$ cat src/rtl/astro_mem_pkg.sv
// Shared types and constants for the astro ROM arbiter and its helpers.
package astro_mem_pkg;

    typedef enum logic [1:0] {
        IDLE  = 2'd0,
        WR_LO = 2'd1,
        WR_HI = 2'd2
    } loader_state_t;

    typedef enum logic {
        REG_BIOS = 1'b0,
        REG_CART = 1'b1
    } region_t;

    localparam logic [7:0] IDX_BIOS     = 8'd0;
    localparam logic [7:0] IDX_CART     = 8'd1;
    localparam int         REGION_BYTES = 8192;
    localparam int         MIN_CART     = 2048;

    // True for the two download targets that land in the ROM store.
    function automatic logic is_loader_index(input logic [7:0] idx);
        return (idx == IDX_BIOS) || (idx == IDX_CART);
    endfunction

endpackage

$ cat src/rtl/astro_pow2_mask.sv
// Next-power-of-two address mask for a loaded cart size.
// Sizes below MIN_CART use the 2 KiB mask; the result never exceeds the 8 KiB window.
module astro_pow2_mask
    import astro_mem_pkg::*;
(
    input  logic [13:0] size,
    output logic [12:0] mask
);

    logic [13:0] clamped;
    logic [13:0] span;
    logic [13:0] smear;

    // Clamp to the minimum cart size, then take size-1 so exact powers map to themselves.
    always_comb begin
        clamped = (size < 14'(MIN_CART)) ? 14'(MIN_CART) : size;
        span    = clamped - 14'd1;
    end

    // Smear the highest set bit downwards to form an all-ones mask.
    generate
        for (genvar gi = 0; gi < 14; gi++) begin : g_smear
            assign smear[gi] = |span[13:gi];
        end
    endgenerate

    assign mask = smear[13] ? 13'h1FFF : smear[12:0];

endmodule

$ cat src/rtl/astro_rom_arbiter.sv
// Arbiter sharing one 16 KiB x 8 ROM store between the HPS word loader,
// the BIOS read port and the cart read port.
// Optional feature macro: ASTRO_CART_MIRROR_EN (mirror short carts across the
// 8 KiB cart window; when undefined, reads past the loaded cart size return FILL_BYTE).
module astro_rom_arbiter
    import astro_mem_pkg::*;
#(
    parameter int         REGION_AW = 13,
    parameter logic [7:0] FILL_BYTE = 8'hFF
) (
    input  logic                 clk_sys,
    input  logic                 reset,
    input  logic                 ioctl_download,
    input  logic [7:0]           ioctl_index,
    input  logic                 ioctl_wr,
    input  logic [24:0]          ioctl_addr,
    input  logic [15:0]          ioctl_dout,
    output logic                 ioctl_wait,
    input  logic [REGION_AW-1:0] bios_addr,
    input  logic                 bios_cs_n,
    output logic [7:0]           bios_data,
    input  logic [REGION_AW-1:0] cart_addr,
    input  logic                 cart_cs_n,
    output logic [7:0]           cart_data,
    output logic [REGION_AW:0]   mem_addr,
    output logic [7:0]           mem_din,
    output logic                 mem_we,
    input  logic [7:0]           mem_dout,
    output logic [REGION_AW:0]   cart_size,
    output logic                 load_done
);

    localparam int SIZE_W = REGION_AW + 1;

    // Loader state
    loader_state_t          state_reg;
    loader_state_t          state_next;
    logic [REGION_AW-1:0]   ld_addr_reg;
    logic [15:0]            ld_data_reg;
    region_t                ld_region_reg;
    logic                   ld_in_range_reg;
    logic                   ioctl_wait_reg;
    logic                   accept;

    // Download tracking
    logic                   dl_prev_reg;
    logic                   load_done_reg;
    logic [SIZE_W-1:0]      cart_size_reg;
    logic [SIZE_W-1:0]      word_end;

    // Read path
    logic                   read_ok;
    logic                   bios_req;
    logic                   cart_sel;
    logic                   cart_req;
    logic                   cart_blk;
    logic [REGION_AW-1:0]   cart_eff;
    logic                   acc_bios_reg;
    logic                   acc_cart_reg;
    logic                   blk_cart_reg;
    logic [7:0]             bios_data_reg;
    logic [7:0]             cart_data_reg;

    // Memory port
    logic [REGION_AW:0]     hold_addr_reg;
    logic [REGION_AW:0]     mem_addr_next;
    logic [7:0]             mem_din_next;
    logic                   mem_we_next;

`ifdef ASTRO_CART_MIRROR_EN
    logic                   dl_cart_reg;
    logic [REGION_AW-1:0]   cart_mask_reg;
    logic [REGION_AW-1:0]   cart_mask_new;

    astro_pow2_mask u_pow2_mask (
        .size (cart_size_reg),
        .mask (cart_mask_new)
    );
`endif

    // A word is taken only from IDLE, during a download, for the BIOS or cart target.
    assign accept = (state_reg == IDLE) && ioctl_wr && ioctl_download
                    && is_loader_index(ioctl_index);

    // Next-state logic: each accepted word becomes a low-byte then a high-byte write.
    always_comb begin
        state_next = state_reg;
        case (state_reg)
            IDLE:    if (accept) state_next = WR_LO;
            WR_LO:   state_next = WR_HI;
            WR_HI:   state_next = IDLE;
            default: state_next = IDLE;
        endcase
    end

    // Loader registers: state, latched word and the HPS stall flag.
    always_ff @(posedge clk_sys or posedge reset) begin
        if (reset) begin
            state_reg       <= IDLE;
            ld_addr_reg     <= '0;
            ld_data_reg     <= '0;
            ld_region_reg   <= REG_BIOS;
            ld_in_range_reg <= 1'b0;
            ioctl_wait_reg  <= 1'b0;
        end else begin
            state_reg <= state_next;
            if (accept) begin
                ld_addr_reg     <= ioctl_addr[REGION_AW-1:0];
                ld_data_reg     <= ioctl_dout;
                ld_region_reg   <= (ioctl_index == IDX_CART) ? REG_CART : REG_BIOS;
                ld_in_range_reg <= (ioctl_addr[24:REGION_AW] == '0);
                ioctl_wait_reg  <= 1'b1;
            end else if (state_reg == WR_HI) begin
                ioctl_wait_reg  <= 1'b0;
            end
        end
    end

    assign word_end = {1'b0, ld_addr_reg} + SIZE_W'(2);

    // Download edge detection, load_done pulse and cart size tracking.
    always_ff @(posedge clk_sys or posedge reset) begin
        if (reset) begin
            dl_prev_reg   <= 1'b0;
            load_done_reg <= 1'b0;
            cart_size_reg <= '0;
        end else begin
            dl_prev_reg   <= ioctl_download;
            load_done_reg <= dl_prev_reg && !ioctl_download;
            if (ioctl_download && !dl_prev_reg && (ioctl_index == IDX_CART)) begin
                cart_size_reg <= '0;
            end else if ((state_reg == WR_HI) && ld_in_range_reg && (ld_region_reg == REG_CART)) begin
                if (word_end > cart_size_reg) begin
                    cart_size_reg <= (word_end > SIZE_W'(REGION_BYTES)) ? SIZE_W'(REGION_BYTES) : word_end;
                end
            end
        end
    end

`ifdef ASTRO_CART_MIRROR_EN
    // Remember whether this download targets the cart and refresh the mirror mask when it ends.
    always_ff @(posedge clk_sys or posedge reset) begin
        if (reset) begin
            dl_cart_reg   <= 1'b0;
            cart_mask_reg <= '1;
        end else begin
            if (ioctl_download && !dl_prev_reg) begin
                dl_cart_reg <= (ioctl_index == IDX_CART);
            end else if (dl_prev_reg && !ioctl_download) begin
                dl_cart_reg <= 1'b0;
                if (dl_cart_reg) begin
                    cart_mask_reg <= cart_mask_new;
                end
            end
        end
    end
`endif

    // Read arbitration: BIOS first, then cart; only while the loader is quiet.
    always_comb begin
        read_ok  = !ioctl_download && (state_reg == IDLE);
        bios_req = read_ok && !bios_cs_n;
        cart_sel = read_ok && bios_cs_n && !cart_cs_n;
`ifdef ASTRO_CART_MIRROR_EN
        cart_blk = 1'b0;
        cart_req = cart_sel;
        cart_eff = cart_addr & cart_mask_reg;
`else
        cart_blk = cart_sel && ({1'b0, cart_addr} >= cart_size_reg);
        cart_req = cart_sel && !cart_blk;
        cart_eff = cart_addr;
`endif
    end

    // Memory port mux: loader writes win; otherwise the granted reader; otherwise hold.
    always_comb begin
        mem_addr_next = hold_addr_reg;
        mem_din_next  = '0;
        mem_we_next   = 1'b0;
        case (state_reg)
            WR_LO: begin
                mem_addr_next = {ld_region_reg, ld_addr_reg};
                mem_din_next  = ld_data_reg[7:0];
                mem_we_next   = ld_in_range_reg;
            end
            WR_HI: begin
                mem_addr_next = {ld_region_reg, ld_addr_reg[REGION_AW-1:1], 1'b1};
                mem_din_next  = ld_data_reg[15:8];
                mem_we_next   = ld_in_range_reg;
            end
            default: begin
                if (bios_req) begin
                    mem_addr_next = {REG_BIOS, bios_addr};
                end else if (cart_req) begin
                    mem_addr_next = {REG_CART, cart_eff};
                end
            end
        endcase
    end

    // Remember the last address presented so an idle port keeps it stable.
    always_ff @(posedge clk_sys or posedge reset) begin
        if (reset) begin
            hold_addr_reg <= '0;
        end else begin
            hold_addr_reg <= mem_addr_next;
        end
    end

    // Read data capture: the cycle after the access, the owner latches mem_dout.
    always_ff @(posedge clk_sys or posedge reset) begin
        if (reset) begin
            acc_bios_reg  <= 1'b0;
            acc_cart_reg  <= 1'b0;
            blk_cart_reg  <= 1'b0;
            bios_data_reg <= FILL_BYTE;
            cart_data_reg <= FILL_BYTE;
        end else begin
            acc_bios_reg <= bios_req;
            acc_cart_reg <= cart_req;
            blk_cart_reg <= cart_blk;
            if (acc_bios_reg && !bios_cs_n) begin
                bios_data_reg <= mem_dout;
            end
            if (acc_cart_reg && !cart_cs_n) begin
                cart_data_reg <= mem_dout;
            end else if (blk_cart_reg && !cart_cs_n) begin
                cart_data_reg <= FILL_BYTE;
            end
        end
    end

    assign mem_addr   = mem_addr_next;
    assign mem_din    = mem_din_next;
    assign mem_we     = mem_we_next;
    assign ioctl_wait = ioctl_wait_reg;
    assign cart_size  = cart_size_reg;
    assign load_done  = load_done_reg;
    assign bios_data  = ioctl_download ? FILL_BYTE : bios_data_reg;
    assign cart_data  = (ioctl_download || (cart_size_reg == '0)) ? FILL_BYTE : cart_data_reg;

endmodule
$ cat config.mk
export PLATFORM = sky130hd
export DESIGN_NAME = astro_rom_arbiter
export DESIGN_NICKNAME = d
export VERILOG_FILES = /design/src/rtl/astro_mem_pkg.sv /design/src/rtl/astro_pow2_mask.sv /design/src/rtl/astro_rom_arbiter.sv
export SDC_FILE = /design/constraint.sdc
export NUM_CORES = 1
export LEC_CHECK = 0
export BUFFER_PORTS_ARGS = -buffer_cell sky130_fd_sc_hd__buf_2
export CORE_ASPECT_RATIO = 2
export CORE_MARGIN = 2
export CORE_UTILIZATION = 43
export CTS_CLUSTER_DIAMETER = 100
export CTS_CLUSTER_SIZE = 28
export DETAILED_ROUTE_END_ITERATION = 8
export GPL_TIMING_DRIVEN = 0
export MAX_ROUTING_LAYER = met4
export PLACE_DENSITY = 0.79
export SYNTH_ARGS = -nofsm -noshare
export SYNTH_HDL_FRONTEND = slang
export SYNTH_HIERARCHICAL = 1
export SYNTH_SLANG_ARGS = --single-unit
$ cat constraint.sdc
create_clock -name clk_sys -period 4.1 [get_ports clk_sys]
set_input_delay 1.025 -clock clk_sys [delete_from_list [all_inputs] [get_ports clk_sys]]
set_output_delay 1.025 -clock clk_sys [all_outputs]
set_load 0.02 [all_outputs]
==> results.sh, run 1 <==
export IMPL_run_status="finished clean"
export IMPL_drtAntennaViolNets=0
export IMPL_filler_cell_count=967
export IMPL_grt_pass1_wl_um=20920
export IMPL_timing_final_hold_violations=0
export IMPL_ys_async_sr_fraction_pct=100.0
export IMPL_start_kind="primary input"
export IMPL_worst_setup_path_type="primary input to primary output"
export IMPL_worst_endpoint_required_ns=3.07
export IMPL_detailed_place_hpwl_um=10590
export IMPL_total_power_mw=2.794
export IMPL_die_area_um2=11680
export IMPL_min_period_ns=3.996
export IMPL_number_of_flip_flops_in_the_largest_register=16
export IMPL_post_route_drc_count=0
export IMPL_max_clock_path_buffers=2
export IMPL_post_drt_wl_per_cell_um=18.71
export IMPL_groute_usage_overall_pct=24.48
export IMPL_synth_seq_area_share_pct=45.22
export IMPL_power_sequential_fraction_pct=39.1
export IMPL_worst_ep_arrival_time_ns=2.97
export IMPL_post_route_cell_area_um2=5942
export IMPL_path_clk_slew_ns=0.06
export IMPL_multi_input_area_um2=2377
export IMPL_viasPerCell=5.568
export IMPL_p_int_mw=1.896
export IMPL_cts_htree_levels=3
export IMPL_insertion_delay_ns=0.35
export IMPL_routed_wl_met2_um=7276
export IMPL_sw_pwr_mw=0.8979
export IMPL_final_min_period_over_clock_period_pct=97.45
export IMPL_end_kind="primary output"
export IMPL_drtIter0Drc=179
export IMPL_leakage_power_nw=2.968
export IMPL_synth_top_flop_cell="dfrtp_1"
export IMPL_critical_path_max_stage_delay_ns=0.38
export IMPL_tritoncts="yes"
export IMPL_synth_cell_types=53
export IMPL_preCtsSetupSlack_ns=-0.2820
export IMPL_final_critical_path_setup_slack_ns=0.1044
export IMPL_syn_mean_instance_area_um2=11.01
export IMPL_power_ir_vdd_worst_uv=331.7
export IMPL_mostFrequentLayoutCell="buf_2"
export IMPL_synth_edff_count=0
export IMPL_max_slew_worst_pin_slew_ns=0.8494
export IMPL_final_setup_skew_ns=0.005677
export IMPL_core_region_area_um2=10480
export IMPL_highest_signal_layer="met4"
export IMPL_fmax_mhz=250.3
export IMPL_max_cap_violations=0
export IMPL_timing_final_setup_violations=0
export IMPL_totalWireLength_um=13530
export IMPL_cts_made_buffers=9
export IMPL_p_clk_share_pct=32.3
export IMPL_globalRouteOverflowTotal=0
export IMPL_ioPinCount=144
export IMPL_worst_slew_margin_pct=42.63
export IMPL_ys_warn_count=6
export IMPL_crit_chain="buf_2, ha_1, nand4_1, a21oi_1, o311ai_2, nand3_2, buf_4, mux2i_1, o21ai_0, buf_4"
export IMPL_rows=53
export IMPL_wirelength_met1_um=4836
export IMPL_postSynthNetCount=544
export IMPL_critPathMostFrequentCell="buf_4"
export IMPL_cp_slowest_cell="o311ai_2"
export IMPL_grt_start_max_net_pins=74
export IMPL_num_nets_final=702
export IMPL_die_w_um=77.43
export IMPL_finalWeightedCongestion=0.9713
export IMPL_placed_cells=702
export IMPL_path_max_fanout=4
export IMPL_layoutNonFillerInstCount=723
export IMPL_layout_drive_gt1_share_pct=41.44
export IMPL_placedInstanceArea_um2=5554
export IMPL_routed_wl_met3_um=620
export IMPL_grt_pass1_vias=4140
export IMPL_synth_seq_cells=83
export IMPL_grt_antenna_before_repair=2
export IMPL_synthesis_instances=421
export IMPL_tritoncts_num_sinks=83
export IMPL_drt_pre_antenna_iters=4
export IMPL_port_buffers=143
export IMPL_syn2layout_area_growth_pct=28.14
export IMPL_route_vias_total=4026
export IMPL_worst_hold_path_type="flop to flop"
export IMPL_layout_cells_most_common_list="140 x buf_2, 67 x dfrtp_1, 39 x mux2_2"
export IMPL_final_max_slew_viol_count=0
export IMPL_combPwrFrac_pct=28.6
export IMPL_mappedNetlistArea_um2=4637
export IMPL_power_per_cell_area_nw_per_um2=470.2
export IMPL_clock_root_buffer="clkbuf_16"
export IMPL_start_util_pct=44.26
export IMPL_die_ht_um=150.9
export IMPL_sequential_cell_area_um2=2097
export IMPL_netSwitchingFraction_pct=32.14
[cell families after synthesis]
| kind of cell | Yosys count | share of synthesized area [%] |
|---|---|---|
| adders and majority gates | 34 | 9.174 |
| and+or+nand+nor | 109 | 13.17 |
| buffers and inverters | 42 | 3.912 |
| xor gates and xnor gates | 10 | 1.889 |
| AOI/OAI and AO/OA | 91 | 14.36 |
| DFF | 83 | 45.22 |
| muxes | 52 | 12.28 |
[repair_timing]
item | CTS | global route
endpoints found under the setup margin | 10 | 12
hold buffers | 0 | 0
setup buffers | 1 | 2
resized for setup | 5 | 10
pin swaps | 1 | 2
[metrics by stage]
stage	hold WS [ns]	utilization [%]	setup TNS (ns)
global placement	0.4900	52.72	-1.620
finish	0.5106	56.71	0
CTS	0.5100	56.45	0
floorplan	0.4645	-	0
global route	0.5250	56.71	-0.06949
detailed placement	0.4944	53.01	-1.851
[critical path: cells and delay by family]
kind,cells,cell delay [ns]
compound gates,3,0.71
fa+ha+maj,1,0.33
buf+inv,3,0.51
mux,1,0.11
simple gates,2,0.27
[cell type report]
class	instances	area share (%)
clock inverters	7	1.790
multi-input cells	296	40.01
plain buffers	16	1.453
clock buffers	9	3.790
diodes	2	0.08423
flip-flops and latches	83	35.29
well taps	137	2.885
repair buffers	147	13.01
inverters	26	1.685
[metal layers]
metal  track usage [%]  vias to the layer above
met5                 -                        -
met4             15.80                        0
met3             4.589                       59
met2             42.83                      173
met1             24.82                     1929
li1                  -                     1865
[final timing paths]
path                                       start  slack, ns  cells after the start          endpoint
worst max-delay path                cart_addr[5]       0.10                     10       mem_addr[4]
worst max register to register    ld_addr_reg[1]       0.76                     12      cart_size[8]
max in group asynchronous                  reset       2.89                      3  bios_data_reg[0]
worst min register to register  cart_data_reg[5]       0.51                      1  cart_data_reg[5]
min in group asynchronous                  reset       0.58                      2    ld_data_reg[1]
worst min-delay path            cart_data_reg[5]       0.51                      1  cart_data_reg[5]
[cell usage after synthesis, types with 2 or more instances]
library cell / count / area, µm²
dfrtp_1: 67 / 1677
mux2_2: 39 / 439.2
ha_1: 34 / 425.4
inv_1: 26 / 97.59
nand2_1: 21 / 78.83
a22oi_1: 20 / 150.1
o21ai_0: 20 / 100.1
dfstp_2: 16 / 420.4
a21oi_1: 13 / 65.06
mux2i_1: 13 / 130.1
clkbuf_1: 12 / 45.04
nand2b_1: 12 / 75.07
nand3_1: 12 / 60.06
nor2_1: 11 / 41.29
a32o_1: 10 / 100.1
nor2b_1: 10 / 62.56
or2_2: 9 / 56.30
o22a_1: 8 / 70.07
nor4_1: 7 / 43.79
xnor2_1: 7 / 61.31
nand4_1: 6 / 37.54
nor3_1: 5 / 25.02
a22o_1: 3 / 26.28
buf_6: 3 / 33.78
xor2_1: 3 / 26.28
a221oi_1: 2 / 17.52
a31oi_1: 2 / 12.51
a41oi_1: 2 / 17.52
and2_1: 2 / 12.51
and3_1: 2 / 12.51
or3_1: 2 / 12.51
[power by group through the flow]
stage	logic (mW)	clock network [mW]	registers (mW)
global route	0.863	0.951	1.12
floorplan	0.516	0	1.08
finish	0.798	0.903	1.09
CTS	0.771	0.916	1.09
global placement	0.729	0	1.09
detailed placement	0.764	0	1.11
Note: power is estimated with default switching activity, not from simulation.
==> run 2, diff against run 1 <==
- ABC_AREA: unset -> 1
- PLACE_DENSITY: 0.79 -> 0.78
- SETUP_SLACK_MARGIN: unset -> 0.4
==> results.sh, run 2 <==
export IMPL_run_status="finished clean"
export IMPL_final_max_slew_viol_count=0
export IMPL_rows=55
export IMPL_netlist_area_leader_share_pct=33.52
export IMPL_groute_usage_overall_pct=25.47
export IMPL_cp_slowest_cell="ha_1"
export IMPL_worst_r2r_startpoint="ld_addr_reg[1]"
export IMPL_setup_repair_after_global_routing_missed_its_margin="true"
export IMPL_post_route_drc_count=0
export IMPL_grt_pass1_wl_um=23300
export IMPL_tritoncts="yes"
export IMPL_filler_cell_count=1101
export IMPL_synth_top_area_cell="dfrtp_1"
export IMPL_crit_family="simple AND/OR/NAND/NOR gates"
export IMPL_synth_commonest_cells="215 x nand2_1, 95 x inv_1, 67 x dfrtp_1"
export IMPL_worst_slew_margin_pct=47.20
export IMPL_finalWeightedCongestion=0.9100
export IMPL_power_ir_vdd_worst_uv=374.3
export IMPL_layout_drive_gt1_share_pct=29.94
export IMPL_synth_cell_types=34
export IMPL_synth_seq_area_share_pct=41.92
export IMPL_synthesis_instances=669
export IMPL_start_kind="primary input"
export IMPL_number_of_cells_on_the_worst_reg_to_reg_path=16
export IMPL_grt_pass1_vias=4886
export IMPL_globalRouteOverflowTotal=0
export IMPL_hold_path_startpoint="cart_data_reg[6]"
export IMPL_yosys_cell_count_top_type="nand2_1"
export IMPL_synth_edff_count=0
export IMPL_timing_final_setup_violations=0
export IMPL_mostFrequentLayoutCell="nand2_1"
export IMPL_crit_chain="buf_2, ha_1, nand2_2, a21oi_1, nor2_1, nand2_1, nand2_2, nand3_4, buf_4, nand2_1, nand3_1, nand2_1, buf_2"
export IMPL_viasPerCell=5.066
export IMPL_layout_cells_most_common_list="208 x nand2_1, 138 x buf_2, 93 x inv_1"
export IMPL_post_route_cell_area_um2=6469
export IMPL_leakage_power_nw=3.628
export IMPL_worst_setup_path_type="primary input to primary output"
export IMPL_grt_use_met2_pct=45.79
export IMPL_worst_hold_path_type="flop to flop"
export IMPL_final_setup_skew_ns=0.006920
export IMPL_max_cap_violations=0
export IMPL_cts_made_buffers=9
export IMPL_global_route_usage_met3_pct=4.614
export IMPL_core_region_area_um2=11350
export IMPL_end_kind="primary output"
export IMPL_grt_util_met1_pct=24.18
export IMPL_mappedNetlistArea_um2=5002
export IMPL_port_buffers=143
export IMPL_tritoncts_num_sinks=83
export IMPL_num_nets_final=953
export IMPL_finalHoldWorstSlack_ns=0.4765
export IMPL_grt_antenna_before_repair=0
export IMPL_number_of_flip_flops_in_the_largest_register=16
export IMPL_cts_htree_levels=3
export IMPL_ff2ff_setup_slack_ns=1.15
export IMPL_min_period_ns=3.623
export IMPL_die_area_um2=12560
export IMPL_min_delay_path_depth=2
export IMPL_fmax_mhz=276.0
export IMPL_power_per_cell_area_nw_per_um2=580.4
export IMPL_final_min_period_over_clock_period_pct=88.36
export IMPL_placed_cells=955
export IMPL_synth_top_flop_cell="dfrtp_1"
export IMPL_cp_buf_inv_count=3
export IMPL_postSynthNetCount=792
export IMPL_max_clock_path_buffers=2
export IMPL_grt_start_max_net_pins=50
export IMPL_path_clk_slew_ns=0.07
export IMPL_totalWireLength_um=15080
export IMPL_total_power_mw=3.754
export IMPL_timing_final_hold_violations=0
export IMPL_die_ht_um=156.5
export IMPL_start_util_pct=44.06
export IMPL_synth_seq_cells=83
export IMPL_ys_warn_count=6
export IMPL_layoutNonFillerInstCount=977
export IMPL_insertion_delay_ns=0.35
export IMPL_ioPinCount=144
export IMPL_post_drt_wl_per_cell_um=15.43
export IMPL_synth_top_cells_by_area="dfrtp_1 34%, nand2_1 16%, ha_1 8.5%"
export IMPL_syn2layout_area_growth_pct=29.31
export IMPL_insertedDiodeCount=0
export IMPL_worst_setup_path_startpoint="cart_addr[4]"
export IMPL_ys_async_sr_fraction_pct=100.0
export IMPL_critPathMostFrequentCell="nand2_1"
export IMPL_detailed_place_hpwl_um=11810
export IMPL_worst_endpoint_required_ns=3.07
export IMPL_placedInstanceArea_um2=5926
export IMPL_max_slew_worst_pin_slew_ns=0.7883
export IMPL_critical_path_max_stage_delay_ns=0.30
export IMPL_drtAntennaViolNets=0
export IMPL_path_max_fanout=6
export IMPL_drt_pre_antenna_iters=4
export IMPL_route_vias_total=4949
export IMPL_crit_cells=13
export IMPL_worst_ep_arrival_time_ns=2.60
export IMPL_drtIter0Drc=255
export IMPL_die_w_um=80.27
export IMPL_most_congested_layer_reported_by_global_routing="met2"
export IMPL_syn_mean_instance_area_um2=7.477
export IMPL_clock_root_buffer="clkbuf_16"
-- run 2: cell count changes after synthesis, sizes merged, moves of 12 or more --
| cell | change |
|---|---|
| mux2 | -31 |
| nand4 | +13 |
| a31oi | +12 |
| nand3 | +21 |
| a21oi | +14 |
| nor2 | +45 |
| nand2 | +202 |
| a22oi | -20 |
| mux2i | -13 |
| nand2b | -12 |
| inv | +72 |
-- run 2: cells by family after synthesis --
family                   after synthesis  share of synthesized area, %
buffers and inverters                118                         9.154
AO/OA/AOI/OAI                         75                         8.204
multiplexers                           8                         1.801
adder cells (fa/ha/maj)               34                         8.504
flip-flops                            83                         41.92
XOR/XNOR                               1                        0.1751
AND/OR/NAND/NOR                      350                         30.24
-- run 2: path summary, 6_finish.rpt --
check,to
max,mem_addr[10]
min reg2reg,cart_data_reg[6]
min,cart_data_reg[6]
max in group asynchronous,ld_data_reg[2]
min in group asynchronous,ld_addr_reg[10]
max reg2reg,cart_size[2]
-- run 2: layout make-up --
type                    instances  area [µm²]  area share, %
repair buffers                150       830.8          12.84
well taps                     142       177.7          2.747
plain buffers                  20       101.3          1.567
multi-input cells             468        2561          39.59
inverters                      98       370.4          5.725
flip-flops and latches         83        2097          32.42
clock inverters                 7       105.1          1.625
clock buffers                   9       225.2          3.482
-- run 2: timing repair --
| item | 4_1_cts | 5_1_grt |
|---|---|---|
| hold endpoints to repair | 0 | 0 |
| hold buffers | 0 | 0 |
| gates cloned | 0 | 1 |
| gates resized for setup | 4 | 41 |
| buffers inserted | 3 | 2 |
| pin swaps | 2 | 7 |
| endpoints found under the setup margin | 9 | 14 |
-- run 2: worst reg2reg max path, stage by stage, from the launching register on --
cell and delay (ns):
dfrtp_1 0.51, ha_1 0.25, nand3_1 0.10, inv_1 0.15
nand2_1 0.09, nor2_1 0.32, ha_1 0.32, nand2_1 0.11
inv_2 0.05, nand3_1 0.10, nor2_1 0.05, nor2_1 0.19
nand3_1 0.18, buf_2 0.23, nor2_1 0.13, nand2_1 0.07
nand2_1 0.05
-- run 2: where the power goes --
| group | internal (mW) | leakage (nW) | switching (mW) |
|---|---|---|---|
| registers | 1.03 | 1.01 | 0.0646 |
| logic | 0.636 | 2.46 | 1.11 |
| clock network | 0.545 | 0.159 | 0.371 |
| total | 2.21 | 3.63 | 1.55 |
-- run 2: through the flow --
stage	utilization [%]	setup TNS (ns)	worst slack, ns
after global placement	51.92	-3.153	-0.05231
final	56.97	0	0.4772
after floorplan	-	0	0.6901
after CTS	55.38	0	0.4122
after global routing	56.97	0	0.3472
after detailed placement	52.19	0	0.2482
-- run 2: routing by layer --
| layer | part of all wire (%) | vias to the layer above |
|---|---|---|
| li1 | - | 2449 |
| met1 | 34 | 2265 |
| met2 | 55 | 181 |
| met3 | 4.4 | 54 |
| met4 | 6.0 | 0 |
| met5 | 0 | - |
==> run 3, diff against run 2 <==
- CORE_UTILIZATION: 43 -> 57
- GPL_TIMING_DRIVEN: 0 -> unset
- PLACE_DENSITY: 0.78 -> 0.95
- clock period: 4.1 -> 4.6 ns (I/O delays scaled with it)
==> results.sh, run 3 (synthesis gave the netlist of run 2 again) <==
export IMPL_num_nets_final=935
export IMPL_start_util_pct=58.25
export IMPL_insertedDiodeCount=0
export IMPL_final_critical_path_setup_slack_ns=0.5958
export IMPL_viasPerCell=5.460
export IMPL_syn2layout_area_growth_pct=22.79
export IMPL_hold_path_startpoint="cart_data_reg[2]"
export IMPL_timing_final_setup_violations=0
export IMPL_groute_usage_overall_pct=31.80
export IMPL_worst_endpoint_required_ns=3.45
export IMPL_worst_setup_path_startpoint="cart_addr[7]"
export IMPL_grt_antenna_before_repair=0
export IMPL_run_status="finished clean"
export IMPL_fin_setup_tns_ns=0
export IMPL_end_kind="primary output"
export IMPL_ioPinCount=144
export IMPL_post_cts_resize_count=0
export IMPL_leakage_power_nw=3.553
export IMPL_path_clk_slew_ns=0.06
export IMPL_start_kind="primary input"
export IMPL_worst_slew_margin_pct=32.57
export IMPL_post_drt_wl_per_cell_um=15.65
export IMPL_post_cts_repair_setup_buffers=0
export IMPL_ff2ff_setup_slack_ns=1.42
export IMPL_number_of_flip_flops_in_the_largest_register=16
export IMPL_setup_repair_after_global_routing_missed_its_margin="false"
export IMPL_final_max_slew_viol_count=0
export IMPL_total_power_mw=3.195
export IMPL_detailed_place_hpwl_um=11400
export IMPL_crit_chain="buf_2, ha_1, a21oi_1, o21ai_0, a21oi_2, nand3_2, nand2_1, nand3_1, nand2_1, buf_2"
export IMPL_mostFrequentLayoutCell="nand2_1"
export IMPL_fmax_mhz=249.7
export IMPL_worst_setup_path_type="primary input to primary output"
export IMPL_final_setup_skew_ns=0.008814
export IMPL_drtAntennaViolNets=0
export IMPL_grt_pass1_vias=4941
export IMPL_max_cap_violations=0
export IMPL_insertion_delay_ns=0.34
export IMPL_post_route_drc_count=0
export IMPL_totalWireLength_um=14360
export IMPL_core_region_area_um2=8588
export IMPL_power_per_cell_area_nw_per_um2=520.2
export IMPL_p_clk_share_pct=24.3
export IMPL_layout_cells_most_common_list="215 x nand2_1, 143 x buf_2, 94 x inv_1"
export IMPL_cts_htree_levels=3
export IMPL_combPwrFrac_pct=45.2
export IMPL_number_of_cells_on_the_worst_reg_to_reg_path=15
export IMPL_die_w_um=70.24
export IMPL_preCtsSetupSlack_ns=0.6142
export IMPL_rows=48
export IMPL_final_util_pct=71.52
export IMPL_critical_path_max_stage_delay_ns=0.30
export IMPL_tritoncts_num_sinks=83
export IMPL_port_buffers=143
export IMPL_final_min_period_over_clock_period_pct=87.05
export IMPL_max_clock_path_buffers=2
export IMPL_die_area_um2=9586
export IMPL_worst_r2r_startpoint="ld_addr_reg[1]"
export IMPL_layout_drive_gt1_share_pct=27.05
export IMPL_worst_hold_path_type="flop to flop"
export IMPL_cts_made_buffers=9
export IMPL_sw_pwr_mw=1.310
export IMPL_path_max_fanout=15
export IMPL_power_ir_vdd_worst_uv=403.5
export IMPL_max_slew_worst_pin_slew_ns=1.010
export IMPL_grt_pass1_wl_um=22800
export IMPL_min_period_ns=4.004
export IMPL_filler_cell_count=667
export IMPL_grt_start_max_net_pins=60
export IMPL_tritoncts="yes"
export IMPL_die_ht_um=136.5
export IMPL_globalRouteOverflowTotal=0
export IMPL_timing_final_hold_violations=0
export IMPL_cp_slowest_cell="ha_1"
export IMPL_netSwitchingFraction_pct=40.98
export IMPL_cts_hold_fix_bufs=0
export IMPL_min_delay_path_depth=2
export IMPL_worst_ep_arrival_time_ns=2.85
export IMPL_finalWeightedCongestion=1.001
export IMPL_clock_root_buffer="clkbuf_16"
export IMPL_p_int_mw=1.886
export IMPL_power_sequential_fraction_pct=30.5
export IMPL_drt_pre_antenna_iters=5
export IMPL_route_vias_total=5007
export IMPL_drtIter0Drc=337
-- run 3: changes by cell type in the layout (fill, tap and decap cells not counted), sizes merged --
cell      change
clkbuf        -6
clkinvlp      -1
inv           -5
buf           -9
clkinv        +3
-- run 3: per-layer routing --
metal | global-route usage [%] | routed length (µm) | vias to the layer above | share of wire [%]
met2 | 56.81 | 7759 | 233 | 54
met1 | 29.91 | 4743 | 2303 | 33
met3 | 4.967 | 806 | 62 | 5.6
met4 | 23.61 | 1045 | 0 | 7.3
li1 | - | - | 2409 | -
met5 | - | 0 | - | 0
-- run 3: layout make-up --
| type | count | area (µm²) | area share (%) |
|---|---|---|---|
| repair buffers | 152 | 783.3 | 12.75 |
| clock inverters | 4 | 73.82 | 1.202 |
| inverters | 98 | 369.1 | 6.009 |
| clock buffers | 12 | 246.5 | 4.013 |
| well taps | 100 | 125.1 | 2.037 |
| flip-flops and latches | 83 | 2097 | 34.14 |
| multi-input cells | 468 | 2447 | 39.85 |
-- run 3: worst max-delay path, delay by kind of cell --
family                     cells  cell delay, ns
AOI/OAI and AO/OA              3            0.46
adders and majority gates      1            0.30
and+or+nand+nor                4            0.64
buffers and inverters          2            0.29
-- run 3: final timing paths --
path / end
setup / recovery: mem_addr[3]
hold / removal: cart_data_reg[2]
setup reg to reg: cart_size[10]
hold reg to reg: cart_data_reg[2]
max in group asynchronous: cart_data_reg[1]
min in group asynchronous: ld_region_reg
-- run 3: through the flow --
step / cells / hold slack, ns / cell area, µm²
after floorplan: 669 / 0.4454 / 5002
after global placement: 901 / 0.4611 / 5822
after detailed placement: 901 / 0.4661 / 5822
after CTS: 917 / 0.4765 / 6142
after global routing: 917 / 0.4967 / 6142
final: 917 / 0.4736 / 6142
-- run 3: power by group through the flow --
stage          registers (mW)  logic, mW  clock network [mW]
2_1_floorplan           0.971      0.991                   0
3_3_place_gp            0.978       1.38                   0
3_5_place_dp            0.986       1.42                   0
4_1_cts                 0.974       1.43               0.780
5_1_grt                 0.988       1.59               0.809
6_report                0.975       1.45               0.775
